$ cat config.mk
export PLATFORM = sky130hd
export DESIGN_NAME = mem_block_mover
export DESIGN_NICKNAME = d
export VERILOG_FILES = /design/src/rtl/mem_block_mover.sv
export SDC_FILE = /design/constraint.sdc
export NUM_CORES = 1
export LEC_CHECK = 0
export CORE_MARGIN = 5
export CORE_UTILIZATION = 47
export CTS_BUF_LIST = sky130_fd_sc_hd__clkbuf_2 sky130_fd_sc_hd__clkbuf_4 sky130_fd_sc_hd__clkbuf_8
export DETAILED_ROUTE_END_ITERATION = 10
export PLACE_DENSITY = 0.79
export SETUP_SLACK_MARGIN = 0.05
export SLEW_MARGIN = 20
export SYNTH_ARGS = -nofsm -noshare
export SYNTH_HDL_FRONTEND = slang
export SYNTH_SLANG_ARGS = --single-unit
$ cat constraint.sdc
create_clock -name clk -period 2.2 [get_ports clk]
set_clock_uncertainty 0.2 [all_clocks]
set_input_delay 0.44 -clock clk [delete_from_list [all_inputs] [get_ports clk]]
set_output_delay 0.44 -clock clk [all_outputs]
set_load 0.05 [all_outputs]
$ cat src/rtl/mem_block_mover.sv
// Word-granular COPY/FILL bus initiator for the data memory port.
// Port outputs are registered from the next-state decode, so they are glitch-free.
module mem_block_mover #(
  parameter int CNT_W  = 10,
  parameter int ADDR_W = 32
) (
  input  logic              clk,
  input  logic              rst,
  input  logic              start,
  input  logic              op_fill,
  input  logic [ADDR_W-1:0] src_addr,
  input  logic [ADDR_W-1:0] dst_addr,
  input  logic [CNT_W-1:0]  word_count,
  input  logic [31:0]       fill_value,
  output logic              busy,
  output logic              done,
  output logic              mem_read,
  output logic              mem_write,
  output logic [ADDR_W-1:0] address,
  output logic [31:0]       write_data,
  input  logic [31:0]       read_data
);

  typedef enum logic [2:0] {S_IDLE, S_READ, S_WRITE, S_FILL, S_DONE} state_t;

  state_t            state_q, state_d;
  logic [ADDR_W-1:0] src_q, src_d, dst_q, dst_d, addr_q, addr_d;
  logic [CNT_W-1:0]  rem_q, rem_d;
  logic [31:0]       buf_q, buf_d, fill_q, fill_d, wdata_q, wdata_d;
  logic              busy_q, busy_d, done_q, done_d, rd_q, rd_d, wr_q, wr_d;

  // Byte-offset bits are dropped on purpose; transfers are word aligned.
  logic unused_lsbs;
  assign unused_lsbs = ^{src_addr[1:0], dst_addr[1:0]};

  always_comb begin
    state_d = state_q;
    src_d   = src_q;
    dst_d   = dst_q;
    rem_d   = rem_q;
    buf_d   = buf_q;
    fill_d  = fill_q;
    busy_d  = 1'b0;
    done_d  = 1'b0;
    rd_d    = 1'b0;
    wr_d    = 1'b0;
    addr_d  = '0;
    wdata_d = '0;

    case (state_q)
      S_IDLE: if (start) begin
        src_d  = {src_addr[ADDR_W-1:2], 2'b00};
        dst_d  = {dst_addr[ADDR_W-1:2], 2'b00};
        rem_d  = word_count;
        fill_d = fill_value;
        if (word_count == '0) state_d = S_DONE;
        else if (op_fill)     state_d = S_FILL;
        else                  state_d = S_READ;
      end
      S_READ: begin
        buf_d   = read_data;
        state_d = S_WRITE;
      end
      S_WRITE: begin
        src_d   = src_q + ADDR_W'(4);
        dst_d   = dst_q + ADDR_W'(4);
        rem_d   = rem_q - CNT_W'(1);
        state_d = (rem_q == CNT_W'(1)) ? S_DONE : S_READ;
      end
      S_FILL: begin
        dst_d   = dst_q + ADDR_W'(4);
        rem_d   = rem_q - CNT_W'(1);
        state_d = (rem_q == CNT_W'(1)) ? S_DONE : S_FILL;
      end
      S_DONE:  state_d = S_IDLE;
      default: state_d = S_IDLE;
    endcase

    // Drive the port for the state being entered; IDLE/DONE stay quiet.
    case (state_d)
      S_READ: begin
        busy_d = 1'b1;
        rd_d   = 1'b1;
        addr_d = src_d;
      end
      S_WRITE: begin
        busy_d  = 1'b1;
        wr_d    = 1'b1;
        addr_d  = dst_d;
        wdata_d = buf_d;
      end
      S_FILL: begin
        busy_d  = 1'b1;
        wr_d    = 1'b1;
        addr_d  = dst_d;
        wdata_d = fill_d;
      end
      S_DONE:  done_d = 1'b1;
      default: ;
    endcase
  end

  always_ff @(posedge clk) begin
    if (rst) begin
      state_q <= S_IDLE;
      src_q   <= '0;
      dst_q   <= '0;
      rem_q   <= '0;
      buf_q   <= '0;
      fill_q  <= '0;
      busy_q  <= 1'b0;
      done_q  <= 1'b0;
      rd_q    <= 1'b0;
      wr_q    <= 1'b0;
      addr_q  <= '0;
      wdata_q <= '0;
    end else begin
      state_q <= state_d;
      src_q   <= src_d;
      dst_q   <= dst_d;
      rem_q   <= rem_d;
      buf_q   <= buf_d;
      fill_q  <= fill_d;
      busy_q  <= busy_d;
      done_q  <= done_d;
      rd_q    <= rd_d;
      wr_q    <= wr_d;
      addr_q  <= addr_d;
      wdata_q <= wdata_d;
    end
  end

  assign busy       = busy_q;
  assign done       = done_q;
  assign mem_read   = rd_q;
  assign mem_write  = wr_q;
  assign address    = addr_q;
  assign write_data = wdata_q;

endmodule
==> impl_metrics.ini <==
[global_route]
antenna_found_initial = 0
grt_pass1_vias = 9756
overflow = 0
grt_usage = 0.278
grt_max_degree = 85
grt_pass1_wl_mm = 50.4

[drt]
detail-route-antenna-nets = 0
wire_per_inst_um = 19.1
drc = 0
wl_mm = 33.6
viasPerCell = 5.81
dr.pass1.iters = 7
vias = 10200
drt_iter0_markers = 1057

[worst_setup_path]
crit_type = register to register
reg2reg_depth = 9
cp_max_fo = 5
rrSetupSlack_ns = -0.01
r2r-start = dst_q[4]
critical_path_required_ns = 2.42
reg2reg_to = address[29]
cp.arrival_ns = 2.43
startpoint_type = register
critPathCapture = address[29]
end_kind = register
critPathLaunch = dst_q[4]

[die]
coreArea_um2 = 19400
io_pins = 210
start_util = 0.475
die_x_um = 150
fp-row-count = 51
dieArea_um2 = 22500
die_height_um = 150

[timing]
worstMarginPinSlew_ns = 0.530
rsz0062_at_grt = yes
setup_viol = 2
setup_ws_ns = -0.0102
maxSlewHeadroom = 0.647
min_period_over_period = 1.00
tns_ns = -0.0144
fmax_mhz = 452
fin_crit_ns = 2.21
hold_viol = 0
maxSlewViolCount = 0

[pwr]
p_total_mw = 10.7
vdd_drop_max_uv = 411
p_leak_nw = 5.84
p_per_area_nw_per_um2 = 768

[final_layout]
layout_common_cells = 195 x dfxtp_1, 186 x nand2_1, 160 x buf_4
area_delta_synth_final_pct = 51.4
num-nets-final = 1612
antenna_cells = 0
fill_cells = 1513
stdcell_area_um2 = 14000
drive_gt1_frac = 0.227
final_common_cell = dfxtp_1
fin_util = 0.719

[logic_synthesis]
synthSimpleGateAreaFrac = 0.239
synth_edf_count = 0
synth_compound_area_frac = 0.238
netlist_area_um2 = 9220
synth-xor-area-share = 0.00665
synth_seq_cells = 209
syn_area_per_cell_um2 = 8.15
synth_cell_type_count = 70
synthesis.nets = 1277
synthArstFlopShare = 0
synthFlopType = dfxtp_1
yosysWarnings = 0
synthAdderAreaFrac = 0.00543
synth_top_family_by_area = simple AND/OR/NAND/NOR gates
yosysSeqAreaShare = 0.454
syn-instance-count = 1131
synthMuxAreaShare = 0.0156

[cts]
clock_latency_ns = 0.54
clkSinkCount = 209
clkTransAtPathRegs_ns = 0.07
cts-buffers-inserted = 35
tritoncts = yes
clk_path_buf_depth = 3
cts_max_level = 2
cts.hold.buffers_added = 0
cts-root-buf = clkbuf_8

[outcome]
status = complete, but fails checks
failed_checks = setup timing

[placement]
gp_congestion = 0.981
place_ws_ns = -0.586
hpwl_mm = 22.8
io_buffers = 205
place_area_um2 = 12700

[worst_hold_path]
hold_class = input port to register

[flow_run]
cap_violations = 0
logic make-up (layout without fill, tap and decap cells):
group	Yosys count	in the layout
AND/OR/NAND/NOR	468	468
AO/OA/AOI/OAI	332	332
flip-flops	209	209
buffers and inverters	97	458
multiplexers	14	14
XOR/XNOR	7	7
adder cells (fa/ha/maj)	4	4
where the power goes:
part	switching [mW]	internal [mW]
registers	0.179	4.08
clock network	1.62	2.32
logic	1.42	1.10
critical path, stage by stage (launching register included):
cell	delay, ns
dfxtp_2	0.38
nand3_4	0.09
buf_6	0.13
nor4_4	0.33
buf_6	0.19
nand4_1	0.11
xnor2_1	0.15
a222oi_1	0.24
buf_4	0.20
o22ai_2	0.07
area by class of cell:
class	instances	area [um2]	area share
Timing Repair Buffer	382	3470	0.249
Tap cell	265	332	0.0238
Inverter	13	52.6	0.00377
Clock buffer	51	664	0.0476
Clock inverter	12	149	0.0107
Multi-Input combinational cell	825	5080	0.364
Sequential cell	209	4210	0.302
synthesized netlist by cell type (all sizes together) (5+ instances only):
| library cell | count | area (um2) |
|---|---|---|
| o211ai | 7 | 52.6 |
| nor4 | 9 | 77.6 |
| nand3 | 32 | 170 |
| o31ai | 6 | 45.0 |
| a22oi | 12 | 90.1 |
| and4 | 7 | 61.3 |
| dfxtp | 209 | 4180 |
| o21ai | 41 | 205 |
| clkbuf | 62 | 233 |
| or3 | 10 | 62.6 |
| a22o | 33 | 289 |
| a221oi | 7 | 61.3 |
| a222oi | 6 | 60.1 |
| nor3 | 24 | 130 |
| and2 | 12 | 75.1 |
| buf | 22 | 101 |
| nand2b | 9 | 56.3 |
| or2 | 5 | 31.3 |
| o22ai | 33 | 206 |
| and3 | 22 | 138 |
| a21oi | 117 | 593 |
| mux2i | 11 | 110 |
| nand2 | 189 | 712 |
| a31oi | 11 | 68.8 |
| nand4 | 19 | 140 |
| inv | 11 | 41.3 |
| a2bb2oi | 5 | 43.8 |
| o221ai | 12 | 105 |
| o22a | 9 | 78.8 |
| nor2 | 117 | 439 |
| xnor2 | 5 | 43.8 |
how the worst min path moves through the flow:
stage                   from         end  slack (ns)  cells after the start
2_1_floorplan      fill_q[0]   fill_q[0]        0.24                      2
3_3_place_gp      fill_q[14]  fill_q[14]        0.25                      2
3_5_place_dp       buf_q[19]   buf_q[19]        0.25                      2
4_1_cts                  rst    dst_q[4]        0.20                      3
5_1_grt        word_count[8]    rem_q[8]        0.21                      4
6_report       word_count[8]    rem_q[8]        0.21                      4
timing repair:
item,in CTS,in global routing
endpoints found under the hold margin,0,0
gates cloned,0,2
resized for setup,86,73
pin swaps,8,23
buffers inserted,1,8
endpoints found under the setup margin,126,75
layer usage:
layer  up-vias  wire length, um  track usage  share of wire
met5         -                0            0              0
met4         0             1510        0.110          0.045
met3       140             2960       0.0503          0.088
met2       569            15900        0.460           0.47
met1      4727            13200        0.360           0.39
li1       4766                -            -              -
state kept, by name, indices dropped and copies added, names as in the netlist:
| register | flops |
|---|---|
| mem_write | 1 |
| rem_q | 10 |
| done | 1 |
| address | 32 |
| mem_read | 1 |
| write_data | 32 |
| buf_q | 32 |
| src_q | 32 |
| dst_q | 32 |
| state_q | 3 |
| busy | 1 |
| fill_q | 32 |
metrics by stage:
stage,hold WS [ns],cells
after floorplan,0.241,1131
after global placement,0.246,1683
after detailed placement,0.254,1683
after CTS,0.197,1747
after global routing,0.205,1757
final,0.210,1757
(Power assumes the default switching activity.)
